[config.mk]
export PLATFORM = sky130hd
export DESIGN_NAME = factor_game_ctrl
export DESIGN_NICKNAME = d
export VERILOG_FILES = /design/src/rtl/factor_game_pkg.sv /design/src/rtl/factor_game_lfsr.sv /design/src/rtl/factor_game_ctrl.sv
export SDC_FILE = /design/constraint.sdc
export NUM_CORES = 1
export LEC_CHECK = 0
export ABC_AREA = 1
export CORE_MARGIN = 3
export CORE_UTILIZATION = 40
export DETAILED_ROUTE_END_ITERATION = 7
export GPL_TIMING_DRIVEN = 0
export PLACE_DENSITY = 0.68
export SLEW_MARGIN = 10
export SYNTH_ARGS = -nofsm -noshare
export SYNTH_HDL_FRONTEND = slang
export SYNTH_SLANG_ARGS = --single-unit
[constraint.sdc]
create_clock -name CLK -period 8.64 [get_ports CLK]
set_clock_uncertainty 0.2 [all_clocks]
set_input_delay 1.728 -clock CLK [delete_from_list [all_inputs] [get_ports CLK]]
set_output_delay 1.728 -clock CLK [all_outputs]
set_load 0.02 [all_outputs]
[src/rtl/factor_game_pkg.sv]
// Shared constants for the factorisation quiz sequencer: state encodings,
// result codes and the fixed problem table.
package factor_game_pkg;

   typedef logic [2:0] state_t;

   localparam state_t ST_IDLE  = 3'd0;
   localparam state_t ST_GEN   = 3'd1;
   localparam state_t ST_INPUT = 3'd2;
   localparam state_t ST_MUL1  = 3'd3;
   localparam state_t ST_MUL2  = 3'd4;
   localparam state_t ST_SHOW  = 3'd5;
   localparam state_t ST_OVER  = 3'd6;

   localparam logic [1:0] RES_NONE  = 2'b00;
   localparam logic [1:0] RES_WRONG = 2'b01;
   localparam logic [1:0] RES_RIGHT = 2'b11;

   // Every entry factors into three digits 1..9.
   localparam logic [9:0] PROBLEM_TABLE [16] = '{
      10'd8,   10'd12,  10'd18,  10'd24,  10'd30,  10'd36,  10'd42,  10'd48,
      10'd60,  10'd72,  10'd84,  10'd96,  10'd120, 10'd144, 10'd210, 10'd504
   };

   function automatic logic digit_valid(input logic [3:0] d);
      return (d >= 4'd1) && (d <= 4'd9);
   endfunction

endpackage

[src/rtl/factor_game_lfsr.sv]
// Free-running 8-bit Fibonacci LFSR (taps 8,6,5,4) used to pick problems.
module factor_game_lfsr #(
   parameter logic [7:0] SEED = 8'hA5
) (
   input  logic       CLK,
   input  logic       RST,
   output logic [7:0] lfsr_q
);

   // Shift left, feedback from taps 8,6,5,4 into bit 0.
   always_ff @(posedge CLK or negedge RST) begin
      if (!RST) lfsr_q <= SEED;
      else      lfsr_q <= {lfsr_q[6:0], lfsr_q[7] ^ lfsr_q[5] ^ lfsr_q[4] ^ lfsr_q[3]};
   end

endmodule

[src/rtl/factor_game_ctrl.sv]
// Factorisation quiz sequencer: picks a target, checks the product of three
// submitted digits against it, and tracks score and remaining tries.
// Optional answer time limit enabled by macro FACTOR_GAME_TIMEOUT_EN.
//
// state    | meaning
// ---------+----------------------------------------------------------
// IDLE     | waiting for START_IN after reset
// GEN      | one cycle: choose next problem from the table
// INPUT    | waiting for DEC_IN (or time limit expiry)
// MUL1     | first partial product d1*d2
// MUL2     | full product, verdict registered
// SHOW     | verdict held for HOLD_CYCLES
// OVER     | tries exhausted, waiting for START_IN
module factor_game_ctrl
   import factor_game_pkg::*;
#(
   parameter int         HOLD_CYCLES = 50_000_000,
   parameter int         MAX_TRIES   = 3,
   parameter logic [7:0] LFSR_SEED   = 8'hA5
`ifdef FACTOR_GAME_TIMEOUT_EN
   ,
   parameter int         TIME_LIMIT  = 500_000_000
`endif
) (
   input  logic       CLK,
   input  logic       RST,
   input  logic       START_IN,
   input  logic       DEC_IN,
   input  logic [3:0] DIG1_IN,
   input  logic [3:0] DIG2_IN,
   input  logic [3:0] DIG3_IN,
   output logic [1:0] RESULT_OUT,
   output logic [9:0] TARGET_OUT,
   output logic [7:0] SCORE_OUT,
   output logic [1:0] TRIES_OUT,
   output logic       BUSY_OUT
`ifdef FACTOR_GAME_TIMEOUT_EN
   ,
   output logic       TIMEOUT_OUT
`endif
);

   state_t     state;
   logic [7:0] lfsr_q;
   logic [3:0] prev_idx;
   logic [3:0] gen_idx;
   logic [3:0] d1, d2, d3;
   logic [6:0] part_prod;
   logic [9:0] full_prod;
   logic       answer_ok;
   logic [31:0] hold_cnt;

   factor_game_lfsr #(.SEED(LFSR_SEED)) u_lfsr (
      .CLK    (CLK),
      .RST    (RST),
      .lfsr_q (lfsr_q)
   );

   // Problem index: avoid repeating the previous problem back to back.
   // Verdict: any digit outside 1..9 is wrong whatever the product says.
   always_comb begin
      gen_idx = lfsr_q[3:0];
      if (gen_idx == prev_idx) gen_idx = gen_idx + 4'd1;
      full_prod = {3'b000, part_prod} * {6'b000000, d3};
      answer_ok = digit_valid(d1) && digit_valid(d2) && digit_valid(d3) &&
                  (full_prod == TARGET_OUT);
   end

   assign BUSY_OUT = (state == ST_MUL1) || (state == ST_MUL2) || (state == ST_SHOW);

`ifdef FACTOR_GAME_TIMEOUT_EN
   logic [31:0] lim_cnt;

   // Answer time limit: reloaded whenever outside INPUT, counts down inside it.
   always_ff @(posedge CLK or negedge RST) begin
      if (!RST)                  lim_cnt <= 32'(TIME_LIMIT - 1);
      else if (state != ST_INPUT) lim_cnt <= 32'(TIME_LIMIT - 1);
      else if (lim_cnt != '0)    lim_cnt <= lim_cnt - 32'd1;
   end
`endif

   // Main sequencing FSM with score, tries and result registers.
   always_ff @(posedge CLK or negedge RST) begin
      if (!RST) begin
         state      <= ST_IDLE;
         prev_idx   <= 4'hF;
         d1         <= '0;
         d2         <= '0;
         d3         <= '0;
         part_prod  <= '0;
         hold_cnt   <= '0;
         RESULT_OUT <= RES_NONE;
         TARGET_OUT <= '0;
         SCORE_OUT  <= '0;
         TRIES_OUT  <= '0;
`ifdef FACTOR_GAME_TIMEOUT_EN
         TIMEOUT_OUT <= 1'b0;
`endif
      end else begin
         case (state)
            ST_IDLE, ST_OVER: begin
               if (START_IN) begin
                  state      <= ST_GEN;
                  SCORE_OUT  <= '0;
                  TRIES_OUT  <= 2'(MAX_TRIES);
                  RESULT_OUT <= RES_NONE;
               end
            end
            ST_GEN: begin
               TARGET_OUT <= PROBLEM_TABLE[gen_idx];
               prev_idx   <= gen_idx;
               state      <= ST_INPUT;
            end
            ST_INPUT: begin
               if (DEC_IN) begin
                  d1    <= DIG1_IN;
                  d2    <= DIG2_IN;
                  d3    <= DIG3_IN;
                  state <= ST_MUL1;
`ifdef FACTOR_GAME_TIMEOUT_EN
               end else if (lim_cnt == '0) begin
                  RESULT_OUT  <= RES_WRONG;
                  TRIES_OUT   <= TRIES_OUT - 2'd1;
                  TIMEOUT_OUT <= 1'b1;
                  hold_cnt    <= 32'(HOLD_CYCLES - 1);
                  state       <= ST_SHOW;
`endif
               end
            end
            ST_MUL1: begin
               part_prod <= {3'b000, d1} * {3'b000, d2};
               state     <= ST_MUL2;
            end
            ST_MUL2: begin
               if (answer_ok) begin
                  RESULT_OUT <= RES_RIGHT;
                  TRIES_OUT  <= 2'(MAX_TRIES);
                  if (SCORE_OUT != 8'hFF) SCORE_OUT <= SCORE_OUT + 8'd1;
               end else begin
                  RESULT_OUT <= RES_WRONG;
                  TRIES_OUT  <= TRIES_OUT - 2'd1;
               end
               hold_cnt <= 32'(HOLD_CYCLES - 1);
               state    <= ST_SHOW;
            end
            ST_SHOW: begin
               if (hold_cnt == '0) begin
`ifdef FACTOR_GAME_TIMEOUT_EN
                  TIMEOUT_OUT <= 1'b0;
`endif
                  if (RESULT_OUT == RES_RIGHT) begin
                     RESULT_OUT <= RES_NONE;
                     state      <= ST_GEN;
                  end else if (TRIES_OUT != 2'd0) begin
                     RESULT_OUT <= RES_NONE;
                     state      <= ST_INPUT;
                  end else begin
                     state <= ST_OVER;
                  end
               end else begin
                  hold_cnt <= hold_cnt - 32'd1;
               end
            end
            default: state <= ST_IDLE;
         endcase
      end
   end

endmodule
; ---- Word-level counts from Yosys, hierarchy flattened
; Memories as Yosys holds them, arrays and structs flattened. A register that Yosys moved wholly into a read port is not among the register bits.
; Cells that the tools add are included.
[totals]
reg_bits = 78
latchBits = 0
ramBits = 0
rom_bits = 160
inputBits = 16
out_inout_bits = 23
wordCells = 89
memories = 1
[memory_table]
columns = memory, words, word_bits, read_ports, rd_ports_with_merged_regs, write_ports, line_no
row1 = (no name shown), 16, 10, 1, 1, 0, factor_game_ctrl.sv:110  ; TARGET_OUT <= PROBLEM_TABLE[gen_idx];
[classes]
add_sub_neg = 4
mul = 2
div = 0
order_cmp = 6
eq_ne = 17
n_shift = 0
mux = 22
n_bitwise = 4
reduce_logical = 22
[op_table]
columns = op, count
row1 = case mux 32 bit (2 select lines), 1
row2 = zero test 32 bit, 1
row3 = two-way mux 32 bit, 1
row4 = "subtractor 32 x 1 -> 32 bit, second input constant", 1
row5 = two-way mux 8 bit, 3
row6 = case mux 3 bit (6 select lines), 1
row7 = case mux 8 bit (2 select lines), 1
row8 = two-way mux 3 bit, 5
row9 = two-way mux 2 bit, 7
row10 = ">= comparator 4 x 1 -> 1 bit, second input constant", 3
row11 = "less-or-equal comparator 4 bit, second input constant", 3
row12 = equality test 10 bit, 1
row13 = multiplier 7 x 4 -> 10 bit, 1
row14 = "equality test 3 bit, second input constant", 3
row15 = "adder 8 x 1 -> 8 bit, second input constant", 1
row16 = "!= test 2 bit, second input constant", 4
row17 = "!= test 8 bit, second input constant", 1
row18 = AND reduction 4 bit, 2
row19 = multiplier 4 x 4 -> 7 bit, 1
row20 = "equality test 3 x 2 -> 1 bit, second input constant", 2
row21 = logical AND 1 bit, 6
row22 = case mux 2 bit (3 select lines), 1
row23 = AND reduction 2 bit, 3
row24 = nonzero test 2 bit, 3
row25 = other kinds (17), 21

; ---- Longest topological paths before layout
[depth]
depth_word = 7
depth_mapped = 22
ltp_nobuf = 21

; ---- Modules after synthesis
; From an unflattened synthesis, not the netlist that was laid out.
[hier_totals]
hier_cells = 821
area_unflattened_um2 = 6189.7
[modules_own_cells]
columns = mod, instances, cells_each, area_per_inst_um2, seq_area_each_um2
row1 = factor_game_ctrl, 1, 796, 5913.2, 1956.9
row2 = factor_game_lfsr, 1, 25, 276.5, 205.2

; ---- Least setup slack after synthesis
; Ideal clock, no wire load.
[synth_timing]
kind = reg-to-reg
start = register d3[3]
end = register SCORE_OUT[0]
setup_time_ps = 118
arrival_ps = 3111
required_ps = 8322
setup_slack_ps = 5211
path_stages_with_launch = 19
n_path_buf = 1
period_less_slack_ps = 3429
path_cell_list = dfrtp_1 buf_2 nand2_1 fa_1 fa_1 fa_1 inv_1 nand2_1 nand2_1 nor2_1 nand3_1 nor2_1 nand3_1 nor2_1 nand3_1 nand2_2 nand2_2 nand2_1 nand2_1
[synth_between]
elab_chain_len = 6
elab_cells_between_ends = 9
classes_between = 1 x mul / 2 x order compare / 2 x eq/ne / 4 x reduce/logical
[synth_lines]
columns = item, line_no
row1 = start: declaration, factor_game_ctrl.sv:47  ; logic [3:0] d1, d2, d3;
row2 = start signal: assignment, factor_game_ctrl.sv:89  ; d3 <= '0;
row3 = start signal: assignment, factor_game_ctrl.sv:118  ; d3 <= DIG3_IN;
row4 = branches (longest 3 deep; another with multiplier 7 x 4 -> 10 bit), --
row5 = logical AND 1 bit (*), factor_game_ctrl.sv:65  ; answer_ok = digit_valid(d1) && digit_valid(d2) && digit_valid(d3) &&
row6 = != test 2 bit (no source line) (*), --
row7 = AND reduction 4 bit (no source line) (*), --
row8 = end signal: assignment, factor_game_ctrl.sv:138  ; if (SCORE_OUT != 8'hFF) SCORE_OUT <= SCORE_OUT + 8'd1;
row9 = end: declaration, factor_game_ctrl.sv:34  ; output logic [7:0] SCORE_OUT,
; Every way passes the cells marked *.
; A chain may end at the register's enable or synchronous reset.

; ---- Worst setup path after layout
[layout_timing]
start = register state[1]
end = output port BUSY_OUT
[layout_between]
elab_chain_len = 3
elab_cells_between_ends = 5
classes_between = 3 x eq/ne / 2 x reduce/logical
[layout_lines]
columns = item, line_no
row1 = start: declaration, factor_game_ctrl.sv:43  ; state_t state;
row2 = start signal: assignment, factor_game_ctrl.sv:85  ; state <= ST_IDLE;
row3 = start signal: assignment, factor_game_ctrl.sv:103  ; state <= ST_GEN;
row4 = start signal: assignment, factor_game_ctrl.sv:112  ; state <= ST_INPUT;
row5 = equality test 3 x 2 -> 1 bit or equality test 3 bit (tied branches), factor_game_ctrl.sv:69  ; assign BUSY_OUT = (state == ST_MUL1) || (state == ST_MUL2) || (state == ST_SHOW);
row6 = logical OR 1 bit, factor_game_ctrl.sv:69
row7 = logical OR 1 bit (*), factor_game_ctrl.sv:69
row8 = end: declaration, factor_game_ctrl.sv:36  ; output logic BUSY_OUT
; Every way passes the cells marked *; elsewhere a longest branch is shown, timed or not.

==> results.toml <==
[worst_setup_path]
ff2ff_setup_slack_ns = 4.71
rr_endpoint = "SCORE_OUT[3]$_DFFE_PN0P_"
critPathKind = "reg -> out"
cp.arrival_ns = 2.45
cp-end-kind = "primary output"
r2r-start = "d3[3]$_DFFE_PN0P_"
cp-start-kind = "flop"
required_ns = 6.71
reg2reg_depth = 18
cp_max_fo = 10

[clock_network]
post_cts_resized = 0
htreeDepth = 3
cts_buffers = 9
cts_tree = "done"
clk_pin_slew_ns = 0.07
cts_hold_buffers = 0
clock-sinks = 86
cts_setup_buffers = 0
worstSkewPairLatency_ns = 0.35
clockBufferDepth = 2
cts_root_buf = "clkbuf_16"

[sta]
hold_violations = 0
setup_tns_ns = 0
hold_slack_ns = 0.150
layout_min_cycle_time_ns = 4.38
setup_violations = 0
fmaxAchievable_mhz = 228
period_share = 0.507
rsz0062_at_grt = "false"
maxSlewViolCount = 0
tightestPinTransition_ns = 0.546
slew_headroom = 0.636

[drt]
drcViolationCount = 0
vias = 5034
viasPerCell = 4.88
ant_nets = 0
drt_iter0_markers = 321
route.detailed.wl_per_inst_um = 12.4
firstDrtPassIters = 5
drt_wl_total_mm = 12.8

[global_route]
grt_overflow_total = 0
met1_usage = 0.233
grt_pass1_vias = 4705
grt_max_degree = 60
busiest_layer = "met2"
grt_use_met3 = 0.0321
track_usage = 0.168
antenna_found_initial = 0
grtUsageMet2 = 0.266
grt_pass1_wl_mm = 22.7

[logic_synthesis]
synth_edf_count = 0
ys.warnings.count = 0
synth_cells = 793
ys_seq_elements = 86
synth_area_um2 = 5980
synthMuxAreaShare = 0.0188
synth_compound_area_frac = 0.0818
yosysUniqueCellTypes = 40
synth_ff_type = "dfrtp_1"
synth-xor-area-share = 0.0469
syn_avg_cell_area_um2 = 7.54
yosysSeqAreaShare = 0.362
synth_fa_ha_area_frac = 0.114
async_flop_share = 1.00
synth_top_family_by_area = "simple AND/OR/NAND/NOR gates"
synth-simple-area-share = 0.286

[flow_run]
maxCapViolations = 0

[layout]
diodes = 0
area_delta_synth_final_pct = 14.9
layout-drive-gt1-share = 0.0874
nets = 904
fillerInstances = 1403

[status]
status = "finished clean"

[placed_design]
dp_hpwl_mm = 9.84
numPortBuffers = 36
gp_congestion = 0.857

[power_and_ir_drop]
power_density_nw_per_um2 = 339
power_frac_seq = 0.291
leakagePower_nw = 3.44
comb_power_share = 0.556
peakVddDrop_mv = 0.116
p_clk_frac = 0.154
p_int_w = 0.00124
switching_share = 0.467
p_sw_w = 0.00109

[floorplan]
rows = 44
coreArea_um2 = 14600
pin_count = 39
die_y_um = 128
die_w_um = 128
dieArea_um2 = 16500
initial_utilization = 0.410

[min_path]
hp-class = "reg -> reg"
hp-start = "u_lfsr.lfsr_q[6]$_DFF_PN0_"
hold_path_end = "u_lfsr.lfsr_q[7]$_DFF_PN1_"
hold_depth = 0
-- placed cells by master (no fill, tap or decap), types with 6 or more instances in the layout --
cell type,n
nand2_1,215
o21ai_0,35
xor2_1,21
clkbuf_1,7
dfrtp_1,78
nor2_1,76
dfstp_2,8
clkdlybuf4s50_1,35
nand3_1,50
inv_1,113
nor3_1,12
clkbuf_16,9
fa_1,14
o21ai_1,9
nor2_2,6
xnor2_1,11
buf_2,6
mux2_2,10
nand4_1,10
ha_1,32
nand2_2,6
o31ai_1,10
a21oi_1,27
-- per-stage QoR --
step,instance area (µm²),power (W),std cells,util,setup WS (ns)
global route,6870,0.00261,1031,0.471,4.00
global placement,6570,0.00195,1014,0.451,2.33
detailed placement,6600,0.00198,1015,0.452,4.60
CTS,6870,0.00235,1031,0.471,4.20
finish,6870,0.00233,1031,0.471,4.26
floorplan,5980,0.00165,794,-,5.21
-- final cells by class --
class / count / area (µm²) / share of cell area
timing repair buffer: 37 / 385 / 0.0561
sequential: 86 / 2160 / 0.315
clock inverter: 5 / 36.3 / 0.00528
buffer: 17 / 97.6 / 0.0142
multi-input combinational: 573 / 3280 / 0.478
inverter: 118 / 443 / 0.0645
tap: 184 / 230 / 0.0335
clock buffer: 11 / 233 / 0.0339
-- how the worst max path moves through the flow --
| stage | endpoint | cells past startpoint | slack [ns] | from |
|---|---|---|---|---|
| finish | BUSY_OUT | 8 | 4.26 | state[1]$_DFFE_PN0P_ |
| global route | BUSY_OUT | 8 | 4.00 | state[1]$_DFFE_PN0P_ |
| CTS | BUSY_OUT | 8 | 4.20 | state[1]$_DFFE_PN0P_ |
| detailed placement | BUSY_OUT | 8 | 4.60 | state[1]$_DFFE_PN0P_ |
| global placement | u_lfsr.lfsr_q[3]$_DFF_PN0_ | 1 | 2.33 | RST |
| floorplan | SCORE_OUT[0]$_DFFE_PN0P_ | 18 | 5.21 | d3[3]$_DFFE_PN0P_ |
-- power groups by stage --
stage          Sequential [W]  Combinational (W)  Clock (W)
5_1_grt              0.000698            0.00152   0.000385
3_5_place_dp         0.000681            0.00130          0
4_1_cts              0.000676            0.00131   0.000368
6_report             0.000677            0.00129   0.000357
2_1_floorplan        0.000669           0.000985          0
3_3_place_gp         0.000681            0.00127          0
-- layer usage --
layer / vias to the layer above / routed length, µm
met5: - / 0
met4: 0 / 157
met3: 15 / 430
met2: 77 / 5960
met1: 2330 / 6250
li1: 2612 / -
-- state kept, by name, summed over array words and instances (netlist names) --
register	cells
state	3
prev_idx	4
part_prod	7
RESULT_OUT	2
hold_cnt	32
SCORE_OUT	8
TARGET_OUT	8
d1	4
d3	4
u_lfsr.lfsr_q	8
d2	4
TRIES_OUT	2
-- synth_stat cells (all sizes together), types with 11 or more instances --
cell type / number / area share
nand2: 224 / 0.15
nor2: 86 / 0.062
nor3: 12 / 0.010
xnor2: 11 / 0.016
o21ai: 44 / 0.037
buf: 12 / 0.013
ha: 32 / 0.067
nand3: 51 / 0.044
inv: 118 / 0.074
dfrtp: 78 / 0.33
xor2: 21 / 0.031
fa: 14 / 0.047
a21oi: 28 / 0.024
-- worst max-delay path, cell delays in order (launching register included) --
cell and delay (ns):
dfrtp_1 0.39, inv_1 0.06, nor2_1 0.13, inv_1 0.08
nor2_1 0.38, inv_1 0.10, clkbuf_1 0.23, nand2_1 0.11
clkdlybuf4s50_1 0.62
-- kinds of logic (layout without fill, tap and decap cells) --
kind of cell | count (synthesis) | after routing
flip-flops | 86 | 86
AO/OA/AOI/OAI | 89 | 89
adder cells (fa/ha/maj) | 46 | 46
multiplexers | 10 | 10
buffers and inverters | 135 | 188
other | 1 | 2
XOR/XNOR | 32 | 32
AND/OR/NAND/NOR | 394 | 394
(Power assumes the default switching activity.)
